--- src/rtl/fphub_addsub_pipe_if.sv ---
// Stream bundle for the HUB adder: operand/op/tag in, result/tag/flags out.
// The master modport is the producer/consumer side; the slave modport is the arithmetic block.
interface fphub_addsub_pipe_if #(
    parameter int M     = 23,
    parameter int E     = 8,
    parameter int TAG_W = 4
);
    logic             in_valid;
    logic             in_ready;
    logic [E+M:0]     in_x;
    logic [E+M:0]     in_y;
    logic             in_op;
    logic [TAG_W-1:0] in_tag;
    logic             out_valid;
    logic             out_ready;
    logic [E+M:0]     out_z;
    logic [TAG_W-1:0] out_tag;
    logic [3:0]       out_flags;

    modport master (
        output in_valid, in_x, in_y, in_op, in_tag, out_ready,
        input  in_ready, out_valid, out_z, out_tag, out_flags
    );

    modport slave (
        input  in_valid, in_x, in_y, in_op, in_tag, out_ready,
        output in_ready, out_valid, out_z, out_tag, out_flags
    );
endinterface

--- src/rtl/fphub_addsub_pipe.sv ---
// Three-stage HUB-format floating-point adder/subtractor with a valid/ready stream.
// One global advance enable moves every stage together, so a held result stalls the whole pipe.
module fphub_addsub_pipe #(
    parameter int M     = 23,
    parameter int E     = 8,
    parameter int TAG_W = 4
) (
    input logic                clk,
    input logic                rst,
    fphub_addsub_pipe_if.slave bus
);
    localparam int W  = E + M + 1;
    localparam int SW = M + 2;
    localparam int XW = E + 2;
    localparam int LW = $clog2(SW + 1);

    function automatic logic [LW-1:0] lzc(input logic [SW-1:0] v);
        logic [LW-1:0] n;
        n = LW'(SW);
        for (int i = 0; i < SW; i++)
            if (v[i]) n = LW'(SW - 1 - i);
        return n;
    endfunction

    // Normalise, truncate (HUB rounding drops the ILSB), saturate to inf or flush to zero.
    // Returns {z, flags}.
    function automatic logic [W+3:0] round_sat(input logic s, input logic [E-1:0] e,
                                               input logic [SW:0] sum, input logic [LW-1:0] lz);
        logic signed [XW-1:0] xe;
        logic [M-1:0]         mant;
        logic [W+3:0]         r;
        if (sum[SW]) begin
            xe   = $signed({2'b00, e}) + XW'(1);
            mant = M'(sum >> 2);
        end else begin
            xe   = $signed({2'b00, e}) - $signed(XW'(lz));
            mant = M'((sum[SW-1:0] << lz) >> 1);
        end
        if (sum == '0)
            r = {1'b0, {(W-1){1'b0}}, 4'b0001};
        else if (xe >= $signed({2'b00, {E{1'b1}}}))
            r = {s, {E{1'b1}}, {M{1'b0}}, 4'b0100};
        else if (xe <= 0)
            r = {s, {(W-1){1'b0}}, 4'b0011};
        else
            r = {s, xe[E-1:0], mant, 4'b0000};
        return r;
    endfunction

    logic adv;
    assign adv          = !bus.out_valid || bus.out_ready;
    assign bus.in_ready = adv;

    logic         sx, sy;
    logic [E-1:0] ex, ey;
    logic [M-1:0] mx, my;
    assign {sx, ex, mx} = bus.in_x;
    assign sy = bus.in_y[W-1] ^ bus.in_op;
    assign ey = bus.in_y[W-2:M];
    assign my = bus.in_y[M-1:0];

    logic zx, zy, ix, iy, nx, ny;
    assign zx = (ex == '0);
    assign zy = (ey == '0);
    assign ix = (&ex) && (mx == '0);
    assign iy = (&ey) && (my == '0);
    assign nx = (&ex) && (mx != '0);
    assign ny = (&ey) && (my != '0);

    logic         spec;
    logic [W-1:0] spec_z;
    logic [3:0]   spec_f;
    always_comb begin
        spec   = 1'b1;
        spec_z = '0;
        spec_f = 4'b0000;
        if (nx || ny || (ix && iy && (sx != sy))) begin
            spec_z = {1'b0, {E{1'b1}}, 1'b1, {(M-1){1'b0}}};
            spec_f = 4'b1000;
        end else if (ix)
            spec_z = {sx, ex, mx};
        else if (iy)
            spec_z = {sy, ey, my};
        else if (zx && zy) begin
            spec_z = {sx & sy, {(W-1){1'b0}}};
            spec_f = 4'b0001;
        end else if (zx)
            spec_z = {sy, ey, my};
        else if (zy)
            spec_z = {sx, ex, mx};
        else
            spec = 1'b0;
    end

    logic          x_major;
    logic [SW-1:0] sig_x, sig_y, maj, mnr;
    logic [E-1:0]  de;
    logic [31:0]   shamt;
    assign x_major = (ex > ey) || ((ex == ey) && (mx >= my));
    assign sig_x   = zx ? '0 : {1'b1, mx, 1'b1};
    assign sig_y   = zy ? '0 : {1'b1, my, 1'b1};
    assign maj     = x_major ? sig_x : sig_y;
    assign mnr     = x_major ? sig_y : sig_x;
    assign de      = x_major ? ex - ey : ey - ex;
    assign shamt   = (32'(de) > 32'(M + 3)) ? 32'(M + 3) : 32'(de);

    // Stage 1 boundary: classified, swapped and aligned operands
    logic             vld_p0, spec_p0, smaj_p0, smin_p0;
    logic [W-1:0]     spz_p0;
    logic [3:0]       spf_p0;
    logic [TAG_W-1:0] tag_p0;
    logic [E-1:0]     exp_p0;
    logic [SW-1:0]    maj_p0, mnr_p0;

    always_ff @(posedge clk) begin
        if (adv) begin
            spec_p0 <= spec;
            spz_p0  <= spec_z;
            spf_p0  <= spec_f;
            tag_p0  <= bus.in_tag;
            smaj_p0 <= x_major ? sx : sy;
            smin_p0 <= x_major ? sy : sx;
            exp_p0  <= x_major ? ex : ey;
            maj_p0  <= maj;
            mnr_p0  <= mnr >> shamt;
        end
    end

    logic [SW:0] sum;
    assign sum = (smaj_p0 ^ smin_p0) ? {1'b0, maj_p0} - {1'b0, mnr_p0}
                                     : {1'b0, maj_p0} + {1'b0, mnr_p0};

    // Stage 2 boundary: raw sum/difference and its leading-zero count
    logic             vld_p1, spec_p1, sgn_p1;
    logic [W-1:0]     spz_p1;
    logic [3:0]       spf_p1;
    logic [TAG_W-1:0] tag_p1;
    logic [E-1:0]     exp_p1;
    logic [SW:0]      sum_p1;
    logic [LW-1:0]    lz_p1;

    always_ff @(posedge clk) begin
        if (adv) begin
            spec_p1 <= spec_p0;
            spz_p1  <= spz_p0;
            spf_p1  <= spf_p0;
            tag_p1  <= tag_p0;
            sgn_p1  <= smaj_p0;
            exp_p1  <= exp_p0;
            sum_p1  <= sum;
            lz_p1   <= lzc(sum[SW-1:0]);
        end
    end

    logic [W+3:0] res;
    assign res = round_sat(sgn_p1, exp_p1, sum_p1, lz_p1);

    // Stage 3 boundary: packed result registers drive the output port
    logic vld_p2;
    assign bus.out_valid = vld_p2;

    always_ff @(posedge clk) begin
        if (rst) begin
            vld_p0 <= 1'b0;
            vld_p1 <= 1'b0;
            vld_p2 <= 1'b0;
        end else if (adv) begin
            vld_p0 <= bus.in_valid;
            vld_p1 <= vld_p0;
            vld_p2 <= vld_p1;
        end
    end

    always_ff @(posedge clk) begin
        if (rst) begin
            bus.out_z     <= '0;
            bus.out_tag   <= '0;
            bus.out_flags <= '0;
        end else if (adv && vld_p1) begin
            bus.out_z     <= spec_p1 ? spz_p1 : res[W+3:4];
            bus.out_flags <= spec_p1 ? spf_p1 : res[3:0];
            bus.out_tag   <= tag_p1;
        end
    end
endmodule

--- src/flat_wrapper.sv ---
// flat-port wrapper written by rule: the top's interface ports become plain ports
module fphub_addsub_pipe_flat 
#(
    parameter int M     = 23,
    parameter int E     = 8,
    parameter int TAG_W = 4
)
  (clk, rst, bus_in_valid, bus_in_x, bus_in_y, bus_in_op, bus_in_tag, bus_out_ready, bus_in_ready, bus_out_valid, bus_out_z, bus_out_tag, bus_out_flags);
  fphub_addsub_pipe_if #(.M(M), .E(E), .TAG_W(TAG_W)) bus_i ();
  input logic clk;
  input logic rst;
  input wire logic [$bits(bus_i.in_valid)-1:0] bus_in_valid;
  input wire logic [$bits(bus_i.in_x)-1:0] bus_in_x;
  input wire logic [$bits(bus_i.in_y)-1:0] bus_in_y;
  input wire logic [$bits(bus_i.in_op)-1:0] bus_in_op;
  input wire logic [$bits(bus_i.in_tag)-1:0] bus_in_tag;
  input wire logic [$bits(bus_i.out_ready)-1:0] bus_out_ready;
  output wire logic [$bits(bus_i.in_ready)-1:0] bus_in_ready;
  output wire logic [$bits(bus_i.out_valid)-1:0] bus_out_valid;
  output wire logic [$bits(bus_i.out_z)-1:0] bus_out_z;
  output wire logic [$bits(bus_i.out_tag)-1:0] bus_out_tag;
  output wire logic [$bits(bus_i.out_flags)-1:0] bus_out_flags;
  assign bus_i.in_valid = bus_in_valid;
  assign bus_i.in_x = bus_in_x;
  assign bus_i.in_y = bus_in_y;
  assign bus_i.in_op = bus_in_op;
  assign bus_i.in_tag = bus_in_tag;
  assign bus_i.out_ready = bus_out_ready;
  assign bus_in_ready = bus_i.in_ready;
  assign bus_out_valid = bus_i.out_valid;
  assign bus_out_z = bus_i.out_z;
  assign bus_out_tag = bus_i.out_tag;
  assign bus_out_flags = bus_i.out_flags;
  fphub_addsub_pipe #(.M(M), .E(E), .TAG_W(TAG_W)) u_core (.clk(clk), .rst(rst), .bus(bus_i));
endmodule
--- config.mk ---
export PLATFORM = sky130hd
export DESIGN_NAME = fphub_addsub_pipe_flat
export DESIGN_NICKNAME = d
export VERILOG_FILES = /design/src/rtl/fphub_addsub_pipe_if.sv /design/src/rtl/fphub_addsub_pipe.sv /design/src/flat_wrapper.sv
export SDC_FILE = /design/constraint.sdc
export NUM_CORES = 1
export LEC_CHECK = 0
export ABC_AREA = 1
export BUFFER_PORTS_ARGS = -buffer_cell sky130_fd_sc_hd__clkbuf_2
export CORE_MARGIN = 8
export CORE_UTILIZATION = 62
export CTS_BUF_LIST = sky130_fd_sc_hd__clkbuf_16
export DETAILED_ROUTE_END_ITERATION = 8
export PLACE_DENSITY = 0.82
export SKIP_LAST_GASP = 1
export SLEW_MARGIN = 5
export SYNTH_ARGS = -nofsm -noshare
export SYNTH_HDL_FRONTEND = slang
export SYNTH_SLANG_ARGS = --single-unit
--- constraint.sdc ---
create_clock -name clk -period 4.9 [get_ports clk]
set_input_delay 0.245 -clock clk [delete_from_list [all_inputs] [get_ports clk]]
set_output_delay 0.245 -clock clk [all_outputs]
set_load 0.01 [all_outputs]
; ---- After elaboration in Yosys (flattened, before gate mapping)
; Cells that the tools add are included.
[totals]
regBits = 225
inputBits = 73
wordCells = 125
[classes]
addsub = 6
order_cmp = 5
eq_ne = 2
shifts = 2
n_mux = 50
n_bitwise = 3
reduce_logical = 29
[ops]
columns = op, n
row1 = $mux W32, 6
row2 = $mux W25, 4
row3 = $mux W4, 19
row4 = $mux W35, 2
row5 = $logic_not A23 Y1, 2
row6 = $reduce_bool A23 Y1, 2
row7 = $mux W36, 1
row8 = $shr A25 B32 Y25, 1
row9 = $add A25 B25 Y26, 1
row10 = $logic_not A26 Y1, 1
row11 = $mux W26, 1
row12 = $sub A25 B25 Y26, 1
row13 = $shl A25 B5 Y24, 1
row14 = $mux W8, 3
row15 = $ge A23 B23 Y1, 1
row16 = $mux W23, 1
row17 = $logic_not A8 Y1, 2
row18 = $reduce_and A8 Y1, 2
row19 = $reduce_or A16 Y1, 1
row20 = $sub A8 B8 Y8, 2
row21 = $mux W3, 4
row22 = $ge A10 B9 Y1 const B, 1
row23 = $le A10 B1 Y1 const B, 1
row24 = $mux W10, 1
row25 = 18 further kinds, 36

; ---- Longest topological paths before layout
; Gate-level depths: netlist of run 1.
[depth]
word_depth = 26
mapped_depth = 34
depth_no_buf = 33

; ---- Least setup slack after synthesis of run 1
; No wires, ideal clock.
[synth_path]
path_type = reg2reg
from = register u_core.vld_p2 (netlist: u_core.bus.out_valid)
to = register u_core.exp_p0[0], enable pin
setup_ps = 534
arrival_time_ps = 3960
slack_ps = 406
stages_incl_launch_ff = 4
n_path_buf = 0
period_less_slack_ps = 4494
cell_sequence = dfxtp_1 inv_1 nor2_1 inv_1
[synth_via]
elab_chain_cells = 2
[synth_rtl]
columns = element, line_no
row1 = "start, declared", fphub_addsub_pipe.sv:159  ; logic vld_p2;
row2 = "start signal, assigned", fphub_addsub_pipe.sv:170  ; vld_p2 <= vld_p1;
row3 = $logic_not A1 Y1, fphub_addsub_pipe.sv:51  ; assign adv = !bus.out_valid || bus.out_ready;
row4 = $logic_or A1 B1 Y1, fphub_addsub_pipe.sv:51
row5 = named net bus_in_ready, flat_wrapper.sv:18  ; output wire logic [$bits(bus_i.in_ready)-1:0] bus_in_ready;
row6 = "end signal, assigned", fphub_addsub_pipe.sv:123  ; exp_p0 <= x_major ? ex : ey;
row7 = "end, declared", fphub_addsub_pipe.sv:112  ; logic [E-1:0] exp_p0;
; The timed path passes the listed nets, and every way through them passes these cells.
; A chain may end at the register's enable or synchronous reset.

; ---- Worst setup path in the final report of run 1
[layout_path]
from = register u_core.mnr_p0[0]
to = register u_core.lz_p1[3], data pin
[layout_via]
elab_chain_cells = 18
elab_cells_between_ends = 20
[layout_rtl]
columns = element, line_no
row1 = "start, declared", fphub_addsub_pipe.sv:113  ; logic [SW-1:0] maj_p0, mnr_p0;
row2 = "start signal, assigned", fphub_addsub_pipe.sv:125  ; mnr_p0 <= mnr >> shamt;
row3 = $add A25 B25 Y26 / $sub A25 B25 Y26 (equally long branches), "fphub_addsub_pipe.sv:131, fphub_addsub_pipe.sv:130"
row4 = $mux W26 *, fphub_addsub_pipe.sv:130  ; assign sum = (smaj_p0 ^ smin_p0) ? {1'b0, maj_p0} - {1'b0, mnr_p0}
row5 = $mux W4 (16 in series), fphub_addsub_pipe.sv:21  ; if (v[i]) n = LW'(SW - 1 - i);
row6 = "end signal, assigned", fphub_addsub_pipe.sv:151  ; lz_p1 <= lzc(sum[SW-1:0]);
row7 = "end, declared", fphub_addsub_pipe.sv:140  ; logic [LW-1:0] lz_p1;
; Mark *: on every way between the ends. The rest lies on a longest branch, timed or not.

==> impl_metrics.yaml, run 1 <==
grt:
  overflow: 0
  grt_pass1_vias: 13300
  grt_antenna_before_repair: 0
  grt_pass1_wl_microns: 72300
  grt_usage_pct: 29.7
  grt_max_degree: 78
logic_synthesis:
  synthCells: 1994
  synth_area_sq_um: 15300
  synthArstFlopShare_pct: 0
  avgSynthCellArea_sq_um: 7.66
  synth_nets: 2142
  synth_flop_cell: "edfxtp_1"
  ys_seq_area_share_pct: 40.4
  synth-edff-count: 177
  synth.distinct_cells: 54
  synth.area.top_cells: "edfxtp_1 (35%), nand2_1 (9.9%), inv_1 (6.6%), ha_1 (5.8%), dfxtp_1 (5.6%)"
  synth.top_cell.area_share_pct: 34.8
  ys_ff_latch: 220
  yosys_warnings: 0
  synth_largest_area_cell: "edfxtp_1"
final_layout:
  antenna_cells: 0
  final_cell_mix: "nand2_1 (404), inv_1 (274), edfxtp_1 (177)"
  drive_gt1_share_pct: 9.94
  layout_commonest_cell: "nand2_1"
  final_area_sq_um: 16900
  area_growth_pct: 10.4
  nNetsFinal: 2222
detailed_routing:
  wire_per_inst_microns: 19.1
  drtIter0Drc: 1818
  drt_wl_total_microns: 46200
  dr.pass1.iters: 6
  route.detailed.drc: 0
  via_count: 14500
  ant_nets: 0
  vias_per_cell: 6.01
die:
  core_sq_um: 24200
  num_rows: 57
  start_util_pct: 63.0
  die_y_microns: 173
  die_w_microns: 173
  io-pin-count: 115
  die_area_sq_um: 29900
setup_path:
  critical_path.top_delay_family: "simple AND/OR/NAND/NOR gates"
  cp-end-kind: "register"
  crit_slowest_cell: "edfxtp_1"
  crit_fanout: 4
  cp.arrival_ns: 4.81
  cpMostUsedCell: "nand2_1"
  path_buf_inv: 3
  slowest_delay_ns: 0.42
  required_ns: 5.28
  start_kind: "register"
  crit_type: "reg -> reg"
cts:
  cts_tree: "done"
  cts_made_buffers: 24
  htreeDepth: 1
  post_cts.repair.setup_buffers: 0
  cts_root_buf: "clkbuf_16"
  clk_path_buf_depth: 3
  cts.sinks: 220
  clkSlewWorstSetupHoldPaths_ns: 0.06
  insertion_delay_ns: 0.53
job:
  max-cap-violations: 0
timing:
  hold_viol_final: 0
  clock_skew_ns: 0.00992
  worstMarginPinSlew_ns: 0.953
  slew_headroom_pct: 36.4
  setup_tns_ns: 0
  fmax_mhz: 226
  rsz0062_at_grt: "false"
  finalSetupViolations: 0
  min_period_ns: 4.43
  final_max_slew_viol_count: 0
  timing.final.crit_share_pct: 90.3
placement:
  dpl.hpwl_microns: 34600
  dpl-instance-area_sq_um: 16100
  numPortBuffers: 114
  place_congestion: 1.01
worst_hold_path:
  hold_path.class: "in -> reg"
power_and_ir_drop:
  irDropWorstVdd_mv: 0.319
  p_per_area_nw_per_um2: 529
  p_leak_uw: 0.00825
status:
  status: "finished clean"
-- cell families after synthesis --
logic type                 count (synthesis)  synth area share, %
buffers and inverters                    369                 9.44
xor gates and xnor gates                  53                 3.04
muxes                                     12                0.786
DFF                                      220                 40.4
adders and majority gates                 75                 6.34
AOI/OAI and AO/OA                        421                 15.4
and+or+nand+nor                          844                 24.5
-- through the flow --
step                total power, uW  util [%]  hold slack (ns)  cells  setup WS (ns)
global placement               7030      66.3            0.401   2366          0.708
detailed placement             7130      66.3            0.405   2366          0.377
global route                   9600      69.6           0.0688   2416         0.0466
floorplan                      6020         -            0.314   1994          0.406
finish                         8930      69.6           0.0572   2416          0.474
CTS                            8810      69.5           0.0379   2416          0.340
-- layer usage --
layer / up-vias / wire (microns) / global-route usage [%]
li1: 6972 / - / -
met1: 6657 / 19100 / 39.1
met5: - / 0 / 0
met2: 763 / 21300 / 48.2
met3: 124 / 3700 / 4.23
met4: 0 / 2100 / 13.2
-- worst register-to-register path, cell delays in order (launching register included) --
cell      delay, ns
edfxtp_1       0.42
inv_1          0.08
ha_1           0.16
inv_1          0.05
nor3_1         0.18
nor3b_1        0.25
nand2_1        0.11
nor3_2         0.17
nand2_1        0.09
nand2_1        0.10
o21ai_0        0.22
xnor2_1        0.21
ha_1           0.37
nand2_1        0.08
nor3_1         0.13
inv_1          0.07
nor3_1         0.12
a21oi_1        0.12
o21ai_1        0.21
a21oi_1        0.16
o31ai_1        0.26
xnor2_1        0.20
nand2_1        0.13
nor2_1         0.18
nand2_1        0.11
nor2_1         0.12
-- synthesized netlist by cell type, types with 25 or more instances --
cell and instances:
nor3_1 32, inv_1 269, clkbuf_1 67, nand2_1 404, a21oi_1 151, xor2_1 32, nor2_1 138, nand3_1 170
nand4_1 49, o21ai_0 163, edfxtp_1 177, dfxtp_1 43, ha_1 71, o22ai_1 25
-- repair_timing --
item	CTS	global route
hold endpoints to repair	10	0
resized for setup	0	3
hold buffers	6	0
endpoints found under the setup margin	0	3
-- final cells by class --
cell class,instances,area (sq um)
Fill cell,1974,7380
Timing Repair Buffer,148,841
Clock buffer,24,601
Sequential cell,220,6180
Clock inverter,20,129
Inverter,275,1040
Multi-Input combinational cell,1405,7680
Tap cell,324,405
-- report_power, final --
group | internal, uW | switching (uW)
combinational | 1580 | 3090
clock | 904 | 736
sequential | 2410 | 211
-- final timing paths --
| kind | startpoint | to | slack, ns | depth (start not counted) |
|---|---|---|---|---|
| worst max-delay path | u_core.mnr_p0[0]$_SDFFCE_PP0N_ | u_core.lz_p1[3]$_SDFFCE_PP0N_ | 0.47 | 25 |
| worst min-delay path | bus_in_y[30] | u_core.exp_p0[7]$_DFFE_PN_ | 0.06 | 3 |
| worst max register to register | u_core.mnr_p0[0]$_SDFFCE_PP0N_ | u_core.lz_p1[3]$_SDFFCE_PP0N_ | 0.47 | 25 |
| worst min register to register | u_core.spz_p0[7]$_SDFFCE_PP0N_ | u_core.spz_p1[7]$_DFFE_PN_ | 0.41 | 0 |
-- sequential cells by signal, summed over array words and instances (netlist names), 5 cells and up --
signal / flops
u_core.lz_p1: 5
u_core.spz_p1: 32
u_core.bus.out_z: 32
u_core.mnr_p0: 25
u_core.sum_p1: 26
u_core.maj_p0: 24
u_core.exp_p1: 8
u_core.spz_p0: 32
u_core.exp_p0: 8
(Power assumes the default switching activity.)
==> inputs of run 2 (changes only) <==
Settings changed: CORE_ASPECT_RATIO set to 0.6.
==> impl_metrics.yaml, run 2 (same netlist as run 1, synthesis figures left out) <==
die:
  num_rows: 44
  die_w_microns: 219
  io-pin-count: 115
  die_y_microns: 138
  core_sq_um: 24200
  start_util_pct: 63.2
  die_area_sq_um: 30100
timing:
  min_period_ns: 4.30
  final_max_slew_viol_count: 0
  finalSetupViolations: 0
  hold_viol_final: 0
  rsz0062_at_grt: "false"
  fmax_mhz: 232
  slew_headroom_pct: 31.4
  worstMarginPinSlew_ns: 1.03
  setup_tns_ns: 0
  timing.final.crit_share_pct: 87.8
  clock_skew_ns: 0.0237
final_layout:
  drive_gt1_share_pct: 9.70
  reg_top3: "u_core.bus.out_z x32, u_core.spz_p0 x32, u_core.spz_p1 x32"
  antenna_cells: 0
  fin_util_pct: 69.4
  stdcell_count: 2404
  nNetsFinal: 2215
  final_cell_mix: "nand2_1 (404), inv_1 (271), edfxtp_1 (177)"
  layout_commonest_cell: "nand2_1"
  area_growth_pct: 9.74
detailed_routing:
  vias_per_cell: 6.10
  drt_wl_total_microns: 48600
  route.detailed.drc: 0
  ant_nets: 0
  wire_per_inst_microns: 20.2
  dr.pass1.iters: 7
  drtIter0Drc: 2225
  via_count: 14700
grt:
  grt_antenna_before_repair: 0
  grt_usage_pct: 31.6
  overflow: 0
  grt_pass1_wl_microns: 74300
  grt_pass1_vias: 13000
  grt_max_degree: 92
setup_path:
  crit_fanout: 4
  cp.arrival_ns: 4.68
  crit_type: "reg -> reg"
  start_kind: "register"
  cp-end-kind: "register"
  required_ns: 5.28
power_and_ir_drop:
  switchingPower_uw: 4190
  pwr-share-seq_pct: 30.1
  p_leak_uw: 0.00817
  clkPwrFrac_pct: 17.6
  comb_power_share_pct: 52.3
  irDropWorstVdd_mv: 0.320
  switching_share_pct: 46.5
  p_per_area_nw_per_um2: 538
  internal-power_uw: 4830
placement:
  numPortBuffers: 114
  place_inst: 2361
  dpl.hpwl_microns: 37300
  place_congestion: 1.04
cts:
  insertion_delay_ns: 0.54
  clk_path_buf_depth: 3
  cts_made_buffers: 21
  post_cts.repair.setup_buffers: 0
  clkSlewWorstSetupHoldPaths_ns: 0.07
  cts.sinks: 220
  htreeDepth: 1
  cts_tree: "done"
  cts_root_buf: "clkbuf_16"
status:
  status: "finished clean"
worst_hold_path:
  hold_path.class: "in -> reg"
job:
  max-cap-violations: 0
## run 2: critical path, cell delays in order (launching register included)
cell,delay [ns]
edfxtp_1,0.43
inv_1,0.09
ha_1,0.16
inv_1,0.05
nor3_1,0.17
nor3b_2,0.21
nand2_1,0.10
nor3_1,0.19
nand2_1,0.08
nand2_1,0.09
o21ai_1,0.15
xnor2_1,0.17
ha_1,0.36
nand2_1,0.09
nor3_1,0.14
inv_1,0.08
nor3_1,0.14
a21oi_1,0.13
o21ai_1,0.20
a21oi_1,0.15
o31ai_1,0.33
xnor2_1,0.21
nand2_1,0.10
nor2_1,0.11
nand2_1,0.09
nor2_1,0.13
## run 2: final timing paths
kind	startpoint	end	slack, ns	cells after the start
max	u_core.mnr_p0[0]$_SDFFCE_PP0N_	u_core.lz_p1[3]$_SDFFCE_PP0N_	0.60	25
min reg2reg	u_core.spz_p0[25]$_SDFFCE_PP1N_	u_core.spz_p1[25]$_DFFE_PN_	0.42	0
max reg2reg	u_core.mnr_p0[0]$_SDFFCE_PP0N_	u_core.lz_p1[3]$_SDFFCE_PP0N_	0.60	25
min	rst	u_core.bus.out_valid$_SDFFE_PP0N_	0.05	2
## run 2: layout make-up
| cell class | count | area (sq um) |
|---|---|---|
| Multi-Input combinational cell | 1405 | 7680 |
| Fill cell | 2027 | 7400 |
| Sequential cell | 220 | 6180 |
| Inverter | 275 | 1040 |
| Timing Repair Buffer | 144 | 821 |
| Clock buffer | 21 | 526 |
| Tap cell | 322 | 403 |
| Clock inverter | 17 | 120 |
## run 2: metal layers
layer	part of all wire (%)	track usage (%)
met5	0	0
met4	1.9	6.43
met3	13	7.98
met2	40	43.9
met1	45	48.6
## run 2: power by group through the flow
| stage | logic, uW | registers [uW] | clock network [uW] |
|---|---|---|---|
| 6_report | 4720 | 2710 | 1590 |
| 5_1_grt | 5240 | 2730 | 1650 |
| 4_1_cts | 4570 | 2700 | 1590 |
| 3_3_place_gp | 4400 | 2730 | 0 |
| 3_5_place_dp | 4520 | 2730 | 0 |
| 2_1_floorplan | 3450 | 2580 | 0 |
## run 2: timing repair
| action | 4_1_cts | 5_1_grt |
|---|---|---|
| endpoints found under the setup margin | 0 | 5 |
| endpoints found under the hold margin | 5 | 0 |
| gates resized for setup | 0 | 5 |
| hold buffers | 5 | 0 |
## run 2: metrics by stage
| step | hold WS (ns) | area (sq um) | setup slack (ns) | power (uW) |
|---|---|---|---|---|
| final | 0.0490 | 16800 | 0.598 | 9020 |
| after floorplan | 0.314 | 15300 | 0.406 | 6020 |
| after global routing | 0.0340 | 16800 | 0.0441 | 9630 |
| after global placement | 0.402 | 16100 | 0.681 | 7130 |
| after detailed placement | 0.405 | 16100 | 0.456 | 7250 |
| after CTS | 0.0107 | 16700 | 0.412 | 8850 |
